## src/rtl/jtag_tap_pkg.sv

```systemverilog
// ----------------------------------------------------------------------------
// jtag_tap_pkg
// Shared definitions for the JTAG TAP controller:
//   tap_state_t       - 4-bit TAP state with the IEEE 1149.1 encodings, so the
//                       raw register value matches what debug tools expect.
//   TAP_TLR_TMS_ONES  - number of consecutive TMS=1 rising edges that always
//                       land the FSM in Test-Logic-Reset.
// ----------------------------------------------------------------------------
package jtag_tap_pkg;

    typedef enum logic [3:0] {
        TAP_EX2_DR   = 4'h0,
        TAP_EX1_DR   = 4'h1,
        TAP_SH_DR    = 4'h2,
        TAP_PAUSE_DR = 4'h3,
        TAP_SEL_IR   = 4'h4,
        TAP_UPD_DR   = 4'h5,
        TAP_CAP_DR   = 4'h6,
        TAP_SEL_DR   = 4'h7,
        TAP_EX2_IR   = 4'h8,
        TAP_EX1_IR   = 4'h9,
        TAP_SH_IR    = 4'hA,
        TAP_PAUSE_IR = 4'hB,
        TAP_RTI      = 4'hC,
        TAP_UPD_IR   = 4'hD,
        TAP_CAP_IR   = 4'hE,
        TAP_TLR      = 4'hF
    } tap_state_t;

    localparam int TAP_TLR_TMS_ONES = 5;

endpackage

```

## src/rtl/jtag_tap_tdo_mux.sv

```systemverilog
// ----------------------------------------------------------------------------
// jtag_tap_tdo_mux
// Falling-edge retiming of the serial TDO path. Selects the IR or DR serial
// output while the TAP is in a shift state and drives the output enable.
// Outside the shift states tdo keeps its last value and tdo_oe drops.
// Ports:
//   tck       in  test clock (register updates on the falling edge)
//   trstn     in  asynchronous active-low clear
//   shift_ir  in  TAP is in Shift-IR
//   shift_dr  in  TAP is in Shift-DR
//   insn_tdo  in  serial out of the instruction register
//   dr_tdo    in  serial out of the selected data register
//   tdo       out serial data to the pin
//   tdo_oe    out TDO output enable
// ----------------------------------------------------------------------------
module jtag_tap_tdo_mux (
    input  logic tck,
    input  logic trstn,
    input  logic shift_ir,
    input  logic shift_dr,
    input  logic insn_tdo,
    input  logic dr_tdo,
    output logic tdo,
    output logic tdo_oe
);

    logic tdo_reg;
    logic tdo_oe_reg;

    // Updating on the falling edge gives the capturing device a full half
    // cycle of setup before the next rising edge.
    always_ff @(negedge tck or negedge trstn) begin
        if (!trstn) begin
            tdo_reg    <= 1'b0;
            tdo_oe_reg <= 1'b0;
        end else begin
            tdo_oe_reg <= shift_ir | shift_dr;
            if (shift_ir) begin
                tdo_reg <= insn_tdo;
            end else if (shift_dr) begin
                tdo_reg <= dr_tdo;
            end
        end
    end

    assign tdo    = tdo_reg;
    assign tdo_oe = tdo_oe_reg;

endmodule

```

## src/rtl/jtag_tap_ctrl.sv

```systemverilog
// ----------------------------------------------------------------------------
// jtag_tap_ctrl
// IEEE 1149.1 TAP controller: 16-state TMS-driven FSM, one-hot decodes of the
// states the IR/DR blocks care about, and the falling-edge TDO mux.
// Optional build macro: JTAG_TAP_STATE_OUT_EN adds output tap_state[3:0]
// carrying the raw encoded state register (reset value 4'hF).
// Ports:
//   tck, trstn                  test clock, asynchronous active-low reset
//   tms                         test mode select (sampled on rising tck)
//   insn_tdo, dr_tdo            serial outputs of the IR / selected DR
//   tdo, tdo_oe                 pin data and output enable (falling-edge)
//   state_test_logic_reset, state_run_test_idle
//   state_capture_dr, state_shift_dr, state_update_dr, state_pause_dr
//   state_capture_ir, state_shift_ir, state_update_ir, state_pause_ir
//                               state decodes, high for the whole TCK cycle
//   tap_state                   (JTAG_TAP_STATE_OUT_EN only) raw state
// ----------------------------------------------------------------------------
module jtag_tap_ctrl
    import jtag_tap_pkg::*;
#(
    parameter int TLR_TMS_ONES = TAP_TLR_TMS_ONES
) (
    input  logic       tck,
    input  logic       trstn,
    input  logic       tms,
    input  logic       insn_tdo,
    input  logic       dr_tdo,
    output logic       tdo,
    output logic       tdo_oe,
    output logic       state_test_logic_reset,
    output logic       state_run_test_idle,
    output logic       state_capture_dr,
    output logic       state_shift_dr,
    output logic       state_update_dr,
    output logic       state_pause_dr,
    output logic       state_capture_ir,
    output logic       state_shift_ir,
    output logic       state_update_ir,
    output logic       state_pause_ir
`ifdef JTAG_TAP_STATE_OUT_EN
    ,
    output logic [3:0] tap_state
`endif
);

    tap_state_t state_reg;
    tap_state_t state_next;
    logic       released_reg;

    // released_reg is low for the first rising edge after trstn goes high,
    // so a release that coincides with an edge never lets that edge move the
    // FSM out of Test-Logic-Reset; the first transition is on the next edge.
    always_ff @(posedge tck or negedge trstn) begin
        if (!trstn) begin
            state_reg    <= TAP_TLR;
            released_reg <= 1'b0;
        end else begin
            released_reg <= 1'b1;
            if (released_reg) begin
                state_reg <= state_next;
            end
        end
    end

    always_comb begin
        state_next = TAP_TLR;
        case (state_reg)
            TAP_TLR:      state_next = tms ? TAP_TLR      : TAP_RTI;
            TAP_RTI:      state_next = tms ? TAP_SEL_DR   : TAP_RTI;
            TAP_SEL_DR:   state_next = tms ? TAP_SEL_IR   : TAP_CAP_DR;
            TAP_CAP_DR:   state_next = tms ? TAP_EX1_DR   : TAP_SH_DR;
            TAP_SH_DR:    state_next = tms ? TAP_EX1_DR   : TAP_SH_DR;
            TAP_EX1_DR:   state_next = tms ? TAP_UPD_DR   : TAP_PAUSE_DR;
            TAP_PAUSE_DR: state_next = tms ? TAP_EX2_DR   : TAP_PAUSE_DR;
            TAP_EX2_DR:   state_next = tms ? TAP_UPD_DR   : TAP_SH_DR;
            TAP_UPD_DR:   state_next = tms ? TAP_SEL_DR   : TAP_RTI;
            TAP_SEL_IR:   state_next = tms ? TAP_TLR      : TAP_CAP_IR;
            TAP_CAP_IR:   state_next = tms ? TAP_EX1_IR   : TAP_SH_IR;
            TAP_SH_IR:    state_next = tms ? TAP_EX1_IR   : TAP_SH_IR;
            TAP_EX1_IR:   state_next = tms ? TAP_UPD_IR   : TAP_PAUSE_IR;
            TAP_PAUSE_IR: state_next = tms ? TAP_EX2_IR   : TAP_PAUSE_IR;
            TAP_EX2_IR:   state_next = tms ? TAP_UPD_IR   : TAP_SH_IR;
            TAP_UPD_IR:   state_next = tms ? TAP_SEL_DR   : TAP_RTI;
            default:      state_next = TAP_TLR;
        endcase
    end

    // One-hot decodes, purely combinational from the state register.
    localparam int N_DEC = 10;
    localparam tap_state_t DEC_STATE [N_DEC] = '{
        TAP_TLR, TAP_RTI,
        TAP_CAP_DR, TAP_SH_DR, TAP_UPD_DR, TAP_PAUSE_DR,
        TAP_CAP_IR, TAP_SH_IR, TAP_UPD_IR, TAP_PAUSE_IR
    };

    logic [N_DEC-1:0] dec_vec;

    generate
        for (genvar gi = 0; gi < N_DEC; gi++) begin : g_dec
            assign dec_vec[gi] = (state_reg == DEC_STATE[gi]);
        end
    endgenerate

    assign state_test_logic_reset = dec_vec[0];
    assign state_run_test_idle    = dec_vec[1];
    assign state_capture_dr       = dec_vec[2];
    assign state_shift_dr         = dec_vec[3];
    assign state_update_dr        = dec_vec[4];
    assign state_pause_dr         = dec_vec[5];
    assign state_capture_ir       = dec_vec[6];
    assign state_shift_ir         = dec_vec[7];
    assign state_update_ir        = dec_vec[8];
    assign state_pause_ir         = dec_vec[9];

`ifdef JTAG_TAP_STATE_OUT_EN
    assign tap_state = state_reg;
`endif

    jtag_tap_tdo_mux u_tdo_mux (
        .tck      (tck),
        .trstn    (trstn),
        .shift_ir (dec_vec[7]),
        .shift_dr (dec_vec[3]),
        .insn_tdo (insn_tdo),
        .dr_tdo   (dr_tdo),
        .tdo      (tdo),
        .tdo_oe   (tdo_oe)
    );

    // Run of consecutive TMS=1 rising edges, saturating at TLR_TMS_ONES.
    localparam int ONES_W = $clog2(TLR_TMS_ONES + 1);
    logic [ONES_W-1:0] tms_ones_reg;

    always_ff @(posedge tck or negedge trstn) begin
        if (!trstn) begin
            tms_ones_reg <= '0;
        end else if (!tms) begin
            tms_ones_reg <= '0;
        end else if (tms_ones_reg != ONES_W'(TLR_TMS_ONES)) begin
            tms_ones_reg <= tms_ones_reg + 1'b1;
        end
    end

    a_tms_ones_reach_tlr : assert property (
        @(posedge tck) disable iff (!trstn)
        (tms_ones_reg == ONES_W'(TLR_TMS_ONES)) |-> (state_reg == TAP_TLR)
    );

endmodule

```

## config.mk

```make
export PLATFORM = sky130hd
export DESIGN_NAME = jtag_tap_ctrl
export DESIGN_NICKNAME = d
export VERILOG_FILES = /design/src/rtl/jtag_tap_pkg.sv /design/src/rtl/jtag_tap_tdo_mux.sv /design/src/rtl/jtag_tap_ctrl.sv
export SDC_FILE = /design/constraint.sdc
export NUM_CORES = 1
export LEC_CHECK = 0
export CAP_MARGIN = 5
export CORE_AREA = 2 2 39 41
export CTS_BUF_LIST = sky130_fd_sc_hd__clkbuf_16
export DETAILED_ROUTE_END_ITERATION = 6
export DIE_AREA = 0 0 41 43
export GPL_TIMING_DRIVEN = 0
export PLACE_DENSITY = 0.62
export SLEW_MARGIN = 5
export SYNTH_ARGS = -nofsm -noshare
export SYNTH_HDL_FRONTEND = slang
export SYNTH_SLANG_ARGS = --single-unit
```

## constraint.sdc

```tcl
create_clock -name tck -period 2.9 [get_ports tck]
set_input_delay 0.29 -clock tck [delete_from_list [all_inputs] [get_ports tck]]
set_output_delay 0.29 -clock tck [all_outputs]
set_load 0.05 [all_outputs]
```

==> metrics.md, run 1 <==
| Metric | Value |
|---|---|
| Worst-Skew Late Latency | `0.27 ns` |
| Slowest cell on crit path | `dfrtn_1` |
| WP buf/inv | `1` |
| Worst Path Required | `around 2.6 ns` |
| Grt peak-use layer | `met1` |
| Sequential share of the synthesized area | `between 30% and 40%` |
| Final worst setup slack | `0.228 ns` |
| Die footprint | `1760 sq um` |
| Distinct cells, synth | `30` |
| Yosys Warn Count | `0` |
| PD cells | `~1300 nW/um^2` |
| Initial antenna violation count | `0` |
| All-Layer GR Usage | `13.9%` |
| Num rows | `14` |
| H-tree levels | `1` |
| Syn_nets | `between 50 and 60` |
| Drt wl/cell | `around 12 um` |
| EDFF count, synth | `0` |
| Router iterations before antenna repair | `4` |
| # Max-Cap Violations | `0` |
| Vias per std cell | `between 4 and 5` |
| CP peak stage delay | `~0.39 ns` |
| # DRC | `0` |
| Crit end category | `output pin` |
| GR Layer Usage met3 | `4.71%` |
| Leading area contributor after synthesis | `dfstp_2` |
| Die Ht | `43 um` |
| Max-slew violations | `0` |
| IO buf count | `16` |
| Max reg flops | `4` |
| Layout cells sized above 1 | `approximately 29%` |
| CP Launch Type | `register` |
| # diodes | `0` |
| Number of post-CTS setup repair buffers | `0` |
| Crit path DAT | `about 2.4 ns` |
| Post-route ant nets | `0` |
| Clk sinks | `7` |
| Mapped Cells | `49` |
| Placer's final routability congestion estimate | `between 0.7 and 0.8` |
| Synthesized cell area | `around 480 sq um` |
| Final setup fails | `0` |
| Hold Fails Final Rpt | `0` |
| 1st-iter DRT viols | `11` |
| Residual overflow from global routing | `0` |
| Slew HR | `between 60% and 70%` |
| Min-Delay Path Class | `input pin to asynchronous set/reset pin` |
| Crit path max fanout | `2` |
| Core area | `around 1400 sq um` |
| Clk buf depth | `2` |
| I/O pin count | `17` |
| Status | `finished, final reports clean` |
| Setup Skew | `0.0339 ns` |
| Leak pwr | `between 0.3 and 0.4 nW` |
| Final Net Count | `between 70 and 80` |
| Main synth FF type | `dfstp_2` |
| IR drop worst, VDD | `just under 0.0005 V` |
| HPWL after DPL | `721 um` |
| Commonest cells in the netlist | `a21oi_1, dfstp_2, nor2_1, nand2_1, o21ai_0` |
| Clock slew at reported path FFs | `approximately 0.040 ns` |
| Slew of the pin with the lowest slew margin | `a little under 0.5 ns` |
| M2 GR Usage | `18.4%` |
| Crit-path leading delay family | `flip-flops` |
| Initial Util | `34.7%` |
| Die W | `about 41 um` |
| Final core area utilization | `a little over half` |
| Area grow syn2layout | `51.8%` |
| Num CTS Buffers | `3` |
| Pre-CTS setup slack | `-0.0206 ns` |
| CP cell instances | `clkbuf_2` |
| Vias in the first global route | `~370` |
| Routed Wire Length | `1020 um` |
| First-pass GRT wire length | `approximately 1700 um` |
| Largest net degree at the start of global routing | `11` |
| Fin area | `about 730 sq um` |
| Root Driver | `clkbuf_16` |
| DR vias | `423` |
| Syn_area_per_cell | `just under 10 sq um` |
| Ys async rst share | `100%` |
| Met1 GRT Util | `about 20%` |
| Post-DP Area | `roughly 660 sq um` |
| Unrepaired setup endpoints after global routing | `no` |
| TritonCTS clock tree | `built` |
| Area contributors post-synth | `dfstp_2, dfrtn_1, and4bb_2, dfrtp_1, a21oi_1` |
| Setup Crit Path Kind | `register to output pin` |
| Register bit total from synthesis | `7` |
| FILL cells | `approximately 120` |
| Top-area cell type share of the netlist area | `approximately 22%` |
-- placed cells by master, fill, tap and decap left out --
| cell | count |
|---|---|
| a21o_1 | 1 |
| a21oi_1 | 4 |
| a22oi_1 | 1 |
| a31oi_1 | 1 |
| and2_1 | 1 |
| and4bb_1 | 1 |
| and4bb_2 | 2 |
| buf_2 | 1 |
| buf_4 | 2 |
| buf_6 | 1 |
| clkbuf_16 | 3 |
| clkbuf_2 | 2 |
| clkdlybuf4s50_1 | 14 |
| conb_1 | 1 |
| dfrtn_1 | 2 |
| dfrtp_1 | 1 |
| dfstp_2 | 4 |
| inv_1 | 3 |
| mux2_4 | 1 |
| mux2i_1 | 1 |
| nand2_1 | 3 |
| nand3_1 | 1 |
| nand3b_2 | 1 |
| nor2_1 | 4 |
| nor2b_1 | 1 |
| nor3_1 | 2 |
| nor3b_1 | 2 |
| nor3b_2 | 1 |
| nor3b_4 | 1 |
| o21a_1 | 1 |
| o21ai_0 | 3 |
| o21ai_1 | 1 |
| o221ai_2 | 1 |
-- worst paths after layout --
check / startpoint / endpoint / slack [ns] / cells after the start
setup / recovery: u_tdo_mux.tdo / tdo / 0.23 / 1
hold / removal: trstn / released_reg / 0.32 / 1
setup reg to reg: state_reg[3] / u_tdo_mux.tdo / 0.35 / 3
hold reg to reg: u_tdo_mux.tdo / u_tdo_mux.tdo / 0.48 / 2
max in group asynchronous: trstn / u_tdo_mux.tdo / 1.00 / 1
min in group tck: u_tdo_mux.tdo / u_tdo_mux.tdo / 0.48 / 2
-- cells by family after synthesis --
kind of cell | count (synthesis) | share of synthesized area (%)
AOI/OAI and AO/OA | 13 | 17.4
buffers and inverters | 6 | 8.07
DFF | 7 | 37.5
muxes | 2 | 5.21
other | 1 | 0.781
and+or+nand+nor | 20 | 31.0
-- cell type report --
| class | instances | area [sq um] | share of cell area, % |
|---|---|---|---|
| plain buffers | 4 | 31.3 | 4.29 |
| clock buffers | 3 | 75.1 | 10.3 |
| clock inverters | 1 | 3.75 | 0.515 |
| inverters | 2 | 7.51 | 1.03 |
| multi-input cells | 36 | 262 | 35.8 |
| flip-flops and latches | 7 | 180 | 24.7 |
| well taps | 16 | 20.0 | 2.74 |
| repair buffers | 16 | 150 | 20.6 |
-- per-layer routing --
layer | up-vias | routed length (um)
met1 | 190 | 482
li1 | 216 | -
met3 | 2 | 57
met5 | - | 0
met2 | 15 | 468
met4 | 0 | 14
-- metrics by stage --
| stage | setup TNS (ns) | hold slack [ns] | std cells | power, mW |
|---|---|---|---|---|
| final | 0 | 0.324 | 85 | 0.957 |
| after global routing | 0 | 0.372 | 85 | 1.01 |
| after CTS | 0 | 0.341 | 85 | 0.965 |
| after detailed placement | -0.0206 | 0.496 | 81 | 0.732 |
| after global placement | -0.0208 | 0.483 | 81 | 0.730 |
| after floorplan | 0 | -0.00559 | 49 | 0.594 |
-- where the power goes --
| part | switching [mW] | internal, mW |
|---|---|---|
| Combinational | 0.324 | 0.207 |
| Clock | 0.0552 | 0.180 |
| Sequential | 0.0357 | 0.156 |
| Total | 0.415 | 0.542 |
-- repair_timing --
item,in CTS,in global routing
setup endpoints to repair,2,2
resized for setup,3,3
hold buffers,0,0
No activity file was read; power rests on OpenSTA's default activity.
==> inputs of run 2 (changes only) <==
--- a/config.mk
+++ b/config.mk
@@ -12,7 +12,7 @@
 export DIE_AREA = 0 0 41 43
 export GPL_TIMING_DRIVEN = 0
 export PLACE_DENSITY = 0.62
-export SLEW_MARGIN = 5
+export SLEW_MARGIN = 20
 export SYNTH_ARGS = -nofsm -noshare
 export SYNTH_HDL_FRONTEND = slang
 export SYNTH_SLANG_ARGS = --single-unit
==> results of run 2 <==
No change in the layout: final DEF, timing and power equal those of run 1.
==> inputs of run 3 (changes only) <==
--- a/config.mk
+++ b/config.mk
@@ -10,9 +10,9 @@
 export CTS_BUF_LIST = sky130_fd_sc_hd__clkbuf_16
 export DETAILED_ROUTE_END_ITERATION = 6
 export DIE_AREA = 0 0 41 43
-export GPL_TIMING_DRIVEN = 0
 export PLACE_DENSITY = 0.62
 export SLEW_MARGIN = 20
 export SYNTH_ARGS = -nofsm -noshare
 export SYNTH_HDL_FRONTEND = slang
 export SYNTH_SLANG_ARGS = --single-unit
+export TNS_END_PERCENT = 20
==> run 3 against run 2 <==
Global-route usage is 0.087 points higher. Routed wire length is 3.8% lower. Critical endpoint is now u_tdo_mux.tdo. Via count is 5.0% lower. Largest cell class unchanged. Total power is 1.6% lower. Sequential power is 36% higher. Non-clock buffer count is 4 lower.
==> metrics.md, run 3 (same netlist as run 1, synthesis figures left out) <==
| Metric | Value |
|---|---|
| Clock slew at reported path FFs | `0.03 ns (about the same)` |
| Largest net degree at the start of global routing | `16 (+5)` |
| Router iterations before antenna repair | `4 (unchanged)` |
| # Max-Cap Violations | `0 (unchanged)` |
| Layout cells sized above 1 | `24.6% (-4.4 points)` |
| Worst Path Required | `1.55 ns (-1.06 ns)` |
| IO buf count | `16 (unchanged)` |
| Hold Buf Count CTS | `0 (unchanged)` |
| Clk sinks | `7 (unchanged)` |
| Final core area utilization | `52.6% (-0.090 points)` |
| Vias per std cell | `4.96 (-0.27%)` |
| H-tree levels | `1 (unchanged)` |
| Met1 Wirelength | `426 um (-12%)` |
| Internal | `539 uW (-0.73%)` |
| Max-slew violations | `0 (unchanged)` |
| Final setup fails | `0 (unchanged)` |
| Part of the power in registers | `27.8% (+7.8 points)` |
| Crit path max fanout | `15 (+13)` |
| CP Launch Type | `register` |
| Routed Wire Length | `983 um (-3.8%)` |
| Vias in the first global route | `358 (-3.5%)` |
| FILL cells | `141 (+15%)` |
| Status | `finished, final reports clean` |
| All-Layer GR Usage | `14.0% (+0.087 points)` |
| CP startpoint | `state_reg[1]` |
| Post-route ant nets | `0 (unchanged)` |
| Switching Fraction | `42.8% (-0.51 points)` |
| Residual overflow from global routing | `0 (unchanged)` |
| Clk buf depth | `2 (unchanged)` |
| Reg-to-Reg Start | `state_reg[1]` |
| Slew HR | `66.7% (about the same)` |
| Num rows | `14 (unchanged)` |
| Die Ht | `43 um (unchanged)` |
| Die footprint | `1760 sq um (unchanged)` |
| Min-Delay Path Class | `input pin to asynchronous set/reset pin` |
| Switching power | `403 uW (-2.8%)` |
| IR drop worst, VDD | `0.000614 V (+26%)` |
| Placer's final routability congestion estimate | `0.713 (-6.5%)` |
| Num CTS Buffers | `3 (unchanged)` |
| Drt wl/cell | `12.1 um (+0.93%)` |
| Met3 WL post-DR | `42 um (-26%)` |
| # diodes | `0 (unchanged)` |
| Crit path DAT | `1.26 ns (-1.12 ns)` |
| DR top layer | `met4` |
| Post-Route Setup TNS | `0 ns (unchanged)` |
| First-pass GRT wire length | `1560 um (-6.2%)` |
| Post-CTS Resized | `0 (-3)` |
| Core area | `1380 sq um (unchanged)` |
| Setup Skew | `0.0352 ns (+0.00128 ns)` |
| Area grow syn2layout | `51.6%` |
| # DRC | `0 (unchanged)` |
| Hold Fails Final Rpt | `0 (unchanged)` |
| I/O pin count | `17 (unchanged)` |
| Number of post-CTS setup repair buffers | `0 (unchanged)` |
| 1st-iter DRT viols | `4 (-7)` |
| Crit end category | `register` |
| Worst-Skew Late Latency | `0.26 ns (about the same)` |
| Commonest non-fill, non-tap cell in the layout | `clkdlybuf4s50_1` |
| Final Net Count | `71 (-5.3%)` |
| Leak pwr | `0.299 nW (-3.1%)` |
| Root Driver | `clkbuf_16` |
| DR vias | `402 (-5.0%)` |
| Unrepaired setup endpoints after global routing | `no` |
| Setup Crit Path Kind | `register to register` |
| Met2 wire len | `509 um (+8.8%)` |
| Slew of the pin with the lowest slew margin | `0.498 ns (+0.000898 ns)` |
| PD cells | `1290 nW/um^2 (-1.4%)` |
| Initial Util | `34.7% (unchanged)` |
| Commonest cells after routing, fill and taps aside | `clkdlybuf4s50_1, nor2_1, a21oi_1, dfstp_2` |
| HPWL after DPL | `713 um (-1.2%)` |
| Clock share of power | `24.2% (-0.3 points)` |
| TritonCTS clock tree | `built` |
| Initial antenna violation count | `0 (unchanged)` |
| Logic pwr share | `48.0% (-7.4 points)` |
| Power Total | `942 uW (-1.6%)` |
| Die W | `41 um (unchanged)` |
| Max reg flops | `4 (unchanged)` |
-- run 3: changes by cell type in the layout (fill, tap and decap cells not counted), sizes merged --
cell	before	now
buf	4	2
clkbuf	5	3
-- run 3: metrics by stage --
step | instances | instance area [sq um] | hold WS [ns] | setup slack [ns]
after global placement | 77 | 649 | 0.545 | 0.307
after detailed placement | 77 | 649 | 0.571 | 0.258
final | 81 | 728 | 0.330 | 0.285
after CTS | 81 | 728 | 0.335 | 0.286
after global routing | 81 | 728 | 0.364 | 0.219
after floorplan | 49 | 480 | -0.00559 | 0.385
-- run 3: worst paths after layout --
check	to	slack (ns)	cells after the start
min in group tck	u_tdo_mux.tdo	0.56	2
max	u_tdo_mux.tdo	0.29	2
max reg2reg	u_tdo_mux.tdo	0.29	2
max in group asynchronous	u_tdo_mux.tdo	0.99	1
min reg2reg	u_tdo_mux.tdo	0.56	2
min	released_reg	0.33	1
-- run 3: cell type report --
class                   instances  area, sq um  share of cell area, %
repair buffers                 16          180                   24.7
multi-input cells              36          262                   35.9
well taps                      16         20.0                   2.75
clock inverters                 1         3.75                  0.515
flip-flops and latches          7          180                   24.7
clock buffers                   3         75.1                   10.3
inverters                       2         7.51                   1.03
-- run 3: power groups by stage --
stage          sequential, mW  combinational [mW]  clock, mW
3_5_place_dp            0.262               0.456          0
3_3_place_gp            0.261               0.453          0
5_1_grt                 0.271               0.478      0.248
2_1_floorplan           0.216               0.378          0
6_report                0.262               0.452      0.228
4_1_cts                 0.261               0.457      0.235
-- run 3: metal layers --
layer  global-route usage [%]  vias to the layer above
met5                        0                        -
met4                     10.0                        0
met3                     7.85                        2
met2                     17.8                        8
met1                     17.0                      188
li1                         -                      204
-- run 3: critical path, cell delays in order, from the launching register on --
cell and delay, ns:
dfstp_2 0.65, nor3b_4 0.29, a21oi_1 0.10
